`src/rtl/game_timer_pkg.sv`:
```
// Shared types and BCD helpers for the game round countdown timer.
package game_timer_pkg;

    typedef struct packed {
        logic [3:0] tens;
        logic [3:0] ones;
    } bcd2_t;

    typedef enum logic [1:0] {
        IDLE = 2'd0,
        RUN  = 2'd1,
        DONE = 2'd2
    } timer_state_t;

    localparam logic [7:0] BCD_MAX = 8'h99;

    function automatic bcd2_t bcd_clamp(input logic [7:0] raw);
        bcd2_t r;
        r = raw;
        if (r.tens > 4'd9) r.tens = 4'd9;
        if (r.ones > 4'd9) r.ones = 4'd9;
        return r;
    endfunction

    // Floors at 00 so a stray call on an empty count cannot wrap.
    function automatic bcd2_t bcd_dec(input bcd2_t v);
        bcd2_t r;
        r = v;
        if (v.ones != 4'd0) begin
            r.ones = v.ones - 4'd1;
        end else if (v.tens != 4'd0) begin
            r.tens = v.tens - 4'd1;
            r.ones = 4'd9;
        end
        return r;
    endfunction

    function automatic bcd2_t bcd_add_sat(input bcd2_t v, input logic [3:0] n);
        logic [7:0] bin;
        bcd2_t      r;
        bin = {4'd0, v.tens} * 8'd10 + {4'd0, v.ones} + {4'd0, n};
        if (bin > 8'd99) begin
            r = BCD_MAX;
        end else begin
            r.tens = 4'(bin / 8'd10);
            r.ones = 4'(bin % 8'd10);
        end
        return r;
    endfunction

endpackage

```
`src/rtl/game_countdown_timer_sec_prescaler.sv`:
```
// Divides clk down to a one-cycle second tick; holds while en is low.
module sec_prescaler #(
    parameter int unsigned TICK_DIV = 31_500_000
) (
    input  logic clk,
    input  logic resetN,
    input  logic clr,
    input  logic en,
    output logic tick
);

    localparam int unsigned   W    = (TICK_DIV > 1) ? $clog2(TICK_DIV) : 1;
    localparam logic [W-1:0]  LAST = W'(TICK_DIV - 1);

    logic [W-1:0] cnt_q, cnt_d;

    always_comb begin
        cnt_d = cnt_q;
        if (clr) begin
            cnt_d = '0;
        end else if (en) begin
            cnt_d = (cnt_q == LAST) ? '0 : cnt_q + W'(1);
        end
    end

    always_ff @(posedge clk or negedge resetN) begin
        if (!resetN) begin
            cnt_q <= '0;
        end else begin
            cnt_q <= cnt_d;
        end
    end

    assign tick = en && (cnt_q == LAST);

endmodule

```
`src/rtl/game_countdown_timer.sv`:
```
// BCD 00-99 seconds countdown with registered digits and a terminal-count level.
// Optional bonus-seconds input is built only when TIMER_BONUS_EN is defined.
module game_countdown_timer
    import game_timer_pkg::*;
#(
    parameter int unsigned TICK_DIV  = 31_500_000,
    parameter int unsigned BONUS_SEC = 5
) (
    input  logic       clk,
    input  logic       resetN,
    input  logic       load,
    input  logic [7:0] startValue,
    input  logic       enable,
`ifdef TIMER_BONUS_EN
    input  logic       bonusAdd,
`endif
    output logic [3:0] tensDigit,
    output logic [3:0] onesDigit,
    output logic       running,
    output logic       tc
);

    localparam logic [3:0] BONUS_DIGIT = 4'(BONUS_SEC);

    timer_state_t state_q, state_d;
    bcd2_t        count_q, count_d;
    logic         running_q, running_d;
    logic         tc_q, tc_d;
    logic         presc_en;
    logic         tick;
    logic         bonus_w;
    bcd2_t        loaded;
    bcd2_t        stepped;

`ifdef TIMER_BONUS_EN
    assign bonus_w = bonusAdd;
`else
    // Tied off so the add/saturate path folds away entirely.
    assign bonus_w = 1'b0;
`endif

    assign presc_en = (state_q == RUN) && enable;

    sec_prescaler #(
        .TICK_DIV (TICK_DIV)
    ) u_prescaler (
        .clk    (clk),
        .resetN (resetN),
        .clr    (load),
        .en     (presc_en),
        .tick   (tick)
    );

    always_comb begin
        state_d = state_q;
        count_d = count_q;
        loaded  = bcd_clamp(startValue);
        stepped = count_q;

        if (load) begin
            count_d = loaded;
            state_d = (loaded == 8'h00) ? DONE : RUN;
        end else if (state_q == RUN) begin
            // Tick and bonus combine: decrement first, then add with saturation.
            if (tick)    stepped = bcd_dec(count_q);
            if (bonus_w) stepped = bcd_add_sat(stepped, BONUS_DIGIT);
            count_d = stepped;
            if (stepped == 8'h00) state_d = DONE;
        end

        running_d = (state_d == RUN);
        tc_d      = (state_d == DONE);
    end

    always_ff @(posedge clk or negedge resetN) begin
        if (!resetN) begin
            state_q   <= IDLE;
            count_q   <= '0;
            running_q <= 1'b0;
            tc_q      <= 1'b0;
        end else begin
            state_q   <= state_d;
            count_q   <= count_d;
            running_q <= running_d;
            tc_q      <= tc_d;
        end
    end

    assign tensDigit = count_q.tens;
    assign onesDigit = count_q.ones;
    assign running   = running_q;
    assign tc        = tc_q;

endmodule

```
`config.mk`:
```
export PLATFORM = sky130hd
export DESIGN_NAME = game_countdown_timer
export DESIGN_NICKNAME = d
export VERILOG_FILES = /design/src/rtl/game_timer_pkg.sv /design/src/rtl/game_countdown_timer_sec_prescaler.sv /design/src/rtl/game_countdown_timer.sv
export SDC_FILE = /design/constraint.sdc
export NUM_CORES = 1
export LEC_CHECK = 0
export BUFFER_PORTS_ARGS = -buffer_cell sky130_fd_sc_hd__buf_2
export CORE_MARGIN = 2
export CORE_UTILIZATION = 50
export DETAILED_ROUTE_END_ITERATION = 8
export PLACE_DENSITY = 0.75
export SETUP_SLACK_MARGIN = 0.5
export SYNTH_ARGS = -nofsm -noshare
export SYNTH_HDL_FRONTEND = slang
export SYNTH_SLANG_ARGS = --single-unit
export TNS_END_PERCENT = 100
```
`constraint.sdc`:
```
create_clock -name clk -period 2.54 [get_ports clk]
set_input_delay 0.381 -clock clk [delete_from_list [all_inputs] [get_ports clk]]
set_output_delay 0.381 -clock clk [all_outputs]
set_load 0.03 [all_outputs]
```
Word level (Yosys, flattened, before mapping)
Index checks and enable logic that the tools add are counted.
- RAM bits: 0
- word-level logic and storage cells: 40
- register bits: 37
- ROM bits: 0
- output and inout bits: 10
- memories kept: 0
- latch bits: 0
- input bits: 12
- multipliers: 0
- bitwise gates (word level): 0
- reduce and logical (&&, ||, !) cells: 8
- mux-type cells: 17
- add/subtract/negate cells: 3
- shifts and indexed selects: 0
- eq/ne operators: 4
- div/mod/pow operators: 0
- order comparisons: 2
- operator list (cell ; count):
    $mux W25 ; 3
    $mux W8 ; 6
    $add A25 B1 Y25 const B ; 1
    $eq A25 B25 Y1 const B ; 1
    $logic_not A8 Y1 ; 2
    $mux W4 ; 4
    $gt A4 B4 Y1 const B ; 2
    $mux W2 ; 4
    $reduce_bool A4 Y1 ; 2
    $sub A4 B1 Y4 const B ; 2
    $eq A2 B1 Y1 const B ; 2
    $reduce_bool A2 Y1 ; 2
    $eq A2 B2 Y1 const B ; 1
    $logic_and A1 B1 Y1 ; 2

Logic depth before layout (Yosys ltp)
- depth after elaboration: 11
- depth in mapped cells: 9
- gate-level depth less buffers: 9

By module
From an unflattened synthesis, not the netlist that was laid out.
- cells, all modules: 293
- area total of the unflattened synthesis: 2518.7 um^2
- modules (own cells, without submodules) (module ; area each (um^2) ; seq. area each (um^2) ; times used ; cells an instance):
    sec_prescaler ; 1614.0 ; 625.6 ; 1 ; 186
    game_countdown_timer ; 904.6 ; 300.3 ; 1 ; 107

Worst setup path after synthesis
OpenSTA, ideal clock, no wires.
- path type: register -> register
- start point: register count_q (netlist bit onesDigit[0])
- end point: register state_q[0]
- stages on the path, launching flop included: 8
- period minus slack after synthesis: 2.339 ns
- data required time: 2.414 ns
- setup time: 0.126 ns
- path buffers: 0
- arrival time: 2.213 ns
- path slack: 0.201 ns
- cell sequence: dfrtp_1 -> inv_1 -> ha_1 -> or3b_2 -> o31a_1 -> nor3_2 -> o311ai_2 -> o311a_1
- cells in the longest elaborated chain, start to end: 9
- elaborated cells on any way between the ends: 12
- classes of those cells: 1 x add/sub; 9 x mux; 2 x reduce/logical
- RTL lines (item ; line ; RTL):
    start, declared ; game_countdown_timer.sv:26 ; bcd2_t count_q, count_d;
    start signal, assigned ; game_countdown_timer.sv:83 ; count_q <= count_d;
    $sub A4 B1 Y4 (tied with other cells) ; game_timer_pkg.sv:30 ; r.ones = v.ones - 4'd1;
    $mux W4 ; game_timer_pkg.sv:29 ; if (v.ones != 4'd0) begin
    $mux W8 (*) ; game_countdown_timer.sv:65 ; if (tick) stepped = bcd_dec(count_q);
    $mux W8 (*) ; game_countdown_timer.sv:63 ; end else if (state_q == RUN) begin
    $mux W8 (*) ; game_countdown_timer.sv:60 ; if (load) begin
    $logic_not A8 Y1 (*) ; game_countdown_timer.sv:68 ; if (stepped == 8'h00) state_d = DONE;
    $mux W2 (*) ; game_countdown_timer.sv:68 ;
    $mux W2 (*) ; game_countdown_timer.sv:63 ;
    $mux W2 (*) ; game_countdown_timer.sv:60 ;
    via state_d[0] ; game_countdown_timer.sv:25 ; timer_state_t state_q, state_d;
    end signal, assigned ; game_countdown_timer.sv:82 ; state_q <= state_d;
    end, declared ; game_countdown_timer.sv:25 ;
The timed path passes the listed nets; every way through them passes the cells marked *. The select of a mux whose other input is x is not followed.
A chain may end at the register's enable or synchronous reset.

Final worst setup path
- start point: register u_prescaler.cnt_q[5]
- end point: register state_q[0]
- cells in the longest elaborated chain, start to end: 9
- RTL lines (item ; line ; RTL):
    start, declared ; game_countdown_timer_sec_prescaler.sv:15 ; logic [W-1:0] cnt_q, cnt_d;
    start signal, assigned ; game_countdown_timer_sec_prescaler.sv:30 ; cnt_q <= cnt_d;
    $eq A25 B25 Y1 ; game_countdown_timer_sec_prescaler.sv:34 ; assign tick = en && (cnt_q == LAST);
    $logic_and A1 B1 Y1 ; game_countdown_timer_sec_prescaler.sv:34 ;
    $mux W8 ; game_countdown_timer.sv:65 ;
    $mux W8 ; game_countdown_timer.sv:63 ;
    $mux W8 ; game_countdown_timer.sv:60 ;
    $logic_not A8 Y1 ; game_countdown_timer.sv:68 ;
    $mux W2 ; game_countdown_timer.sv:68 ;
    $mux W2 ; game_countdown_timer.sv:63 ;
    $mux W2 ; game_countdown_timer.sv:60 ;
    via state_d[0] ; game_countdown_timer.sv:25 ;
The timed path passes the listed nets, and every way through them passes these cells. The select of a mux whose other input is x is not followed.

==> reports/metrics.cfg <==
[run_status]
outcome = finished, final reports clean

[timing]
rsz0062_at_grt = true
slew_violations = 0
skew_ns = 0.00279
hold_violations = 0
setup_viol = 0
min_period_ns = 2.20
max_freq_ghz = 0.454
final.setup.tns_ns = 0
maxSlewHeadroom_pct = 44.0
worstMarginPinSlew_ns = 0.840
period_share_pct = 86.7

[final_layout]
area_delta_synth_final_pct = 31.9
layout_common_cells = 29 x dfrtp_1, 24 x nand2_1, 22 x buf_4
n_fill_cell = 314
n_antenna_cell = 0
nNetsFinal = 327
final_common_cell = dfrtp_1
drive_above_1_share_pct = 41.5

[grt]
antenna_found_initial = 0
grt_usage_pct = 22.6
overflow = 0
grt_first_pass_wirelength_um = 9160
grt_pass1_vias = 1980
grt_max_degree = 38

[logic_synthesis]
synth_nets = 279
synthMuxAreaShare_pct = 0.441
netlist_area_mm2 = 0.00227
synth-xor-area-share_pct = 3.86
yosysWarnings = 0
synth_edf_count = 0
seq_area_frac_synth_pct = 40.8
syn_avg_cell_area_um2 = 8.60
synth_top_family_by_area = simple AND/OR/NAND/NOR gates
synthArstFlopShare_pct = 100
synth_top_flop_cell = dfrtp_1
synth-seq-cells = 37
synthAdderAreaFrac_pct = 1.65
synth_compound_area_share_pct = 17.3
postSynthCellCount = 264
ys_types = 56
synthSimpleGateAreaFrac_pct = 32.6

[drt]
routed.top_layer = met4
drtIter0Drc = 151
wirelength_um = 6070
viasPerCell = 6.08
drtPass1Iterations = 5
ant_nets = 0
avgRoutedWirePerCell_um = 16.6
wl_met1_um = 2750
drc = 0
dr_wl_met3_um = 320
wl_met2_um = 2900
vias = 2218

[place]
place.gp.congestion = 0.848
portBuffers = 21
post-dp-hpwl_um = 3610

[floorplanning]
die_y_um = 71.4
dieArea_mm2 = 0.00509
core_area_mm2 = 0.00435
start_util_pct = 52.1
rows = 24
ioPinCount = 22
die_w_um = 71.4

[power_and_ir_drop]
peakVddDrop_v = 0.000398
power_density_mw_per_mm2 = 439
total_power_mw = 1.31
power_leakage_nw = 1.22

[clock_tree]
cts_hold_buf = 0
cts_htree_levels = 2
insertion_delay_ns = 0.29
cts_sinks = 37
cts_buffers = 5
clk_pin_slew_ns = 0.07
root_buffer = clkbuf_8
clock_path_buffers = 2
cts_tree = yes

[critical_path]
rr_endpoint = state_q[0]
worstSetupEndpointType = flop
worstPathMaxFanout = 6
start_kind = flop
worstSetupPathType = flop to flop
required_ns = 2.72
worstReg2RegStart = u_prescaler.cnt_q[5]
worstPathArrival_ns = 2.38
crit_start = u_prescaler.cnt_q[5]
reg2reg_depth = 7
r2r_setup_slack_ns = 0.34

[worst_hold_path]
hold_class = primary input to asynchronous set/reset pin

[flow_run]
maxCapViolCount = 0

cell type report:
cell class,instances,area (um2),share of cell area (%)
multi-input combinational,211,1530,51.1
sequential,37,936,31.3
timing repair buffer,48,327,10.9
clock buffer,7,96.3,3.22
tap,52,65.1,2.17
inverter,9,33.8,1.13
clock inverter,1,5.00,0.167
synthesized netlist by cell type (2+ instances only):
| cell type | number | share of area [%] |
|---|---|---|
| dfrtp_1 | 37 | 41 |
| nor2_1 | 29 | 4.8 |
| o21ai_0 | 29 | 6.4 |
| nand2_1 | 27 | 4.5 |
| a21oi_1 | 15 | 3.3 |
| nor3_1 | 11 | 2.4 |
| nand3_1 | 10 | 2.2 |
| inv_1 | 9 | 1.5 |
| nand4_1 | 8 | 2.2 |
| or3_1 | 6 | 1.7 |
| clkbuf_1 | 5 | 0.83 |
| or2_2 | 5 | 1.4 |
| xnor2_1 | 5 | 1.9 |
| xor2_1 | 5 | 1.9 |
| and3_1 | 3 | 0.83 |
| ha_1 | 3 | 1.7 |
| nand2b_1 | 3 | 0.83 |
| nor2b_1 | 3 | 0.83 |
| nor3b_1 | 3 | 0.99 |
| o22ai_1 | 3 | 0.83 |
| a211oi_1 | 2 | 0.66 |
| a31oi_1 | 2 | 0.55 |
| and2_1 | 2 | 0.55 |
| and3b_1 | 2 | 0.77 |
| and4_2 | 2 | 0.88 |
| nor4_2 | 2 | 1.1 |
| o21a_1 | 2 | 0.66 |
| o31ai_1 | 2 | 0.66 |
| or3b_2 | 2 | 0.77 |
through the flow:
step	hold WS [ns]	utilization [%]	area (um2)	cells	setup WS, ns
after CTS	0.222	62.0	2700	352	0.365
after global routing	0.254	68.8	2990	365	0.214
final	0.186	68.8	2990	365	0.338
after floorplan	0.0854	-	2300	264	0.437
after detailed placement	0.474	56.3	2450	332	0.241
after global placement	0.468	56.3	2450	332	0.290
per-layer routing:
layer / up-vias / global-route usage (%)
met5: - / 0
met4: 0 / 7.97
met3: 9 / 3.80
met2: 75 / 34.9
met1: 1078 / 32.3
li1: 1056 / -
registers in the layout, indices dropped and copies added, names as in the netlist:
| name | count |
|---|---|
| running | 1 |
| tensDigit | 4 |
| onesDigit | 4 |
| u_prescaler.cnt_q | 25 |
| state_q | 2 |
| tc | 1 |
worst max-delay path, cell delays in order (launching register included):
cell	delay (ns)
dfrtp_1	0.46
nor4_2	0.32
and4_4	0.30
and2_2	0.22
nand3_1	0.09
a21oi_1	0.26
nor2_2	0.09
o311a_1	0.34
cell families (layout without fill, tap and decap cells):
| logic type | Yosys count | in the layout |
|---|---|---|
| flops | 37 | 37 |
| simple gates | 131 | 132 |
| xor+xnor | 10 | 10 |
| fa+ha+maj | 3 | 3 |
| mux | 1 | 1 |
| buf+inv | 17 | 65 |
| compound gates | 65 | 65 |
worst max-delay path by stage:
stage	to	slack (ns)
finish	state_q[0]	0.34
global route	tensDigit[2]	0.21
CTS	state_q[0]	0.37
detailed placement	state_q[0]	0.24
global placement	state_q[0]	0.29
floorplan	state_q[0]	0.44
where the power goes:
group          switching, mW  internal, mW
Clock                  0.212         0.245
Sequential            0.0209         0.605
Combinational          0.140        0.0900
what timing repair did:
item,CTS,global route
resized for setup,14,65
endpoints found under the hold margin,0,0
cloned,0,2
setup buffers,12,11
pin swaps,14,22
endpoints found under the setup margin,10,29
(Power assumes the default switching activity.)
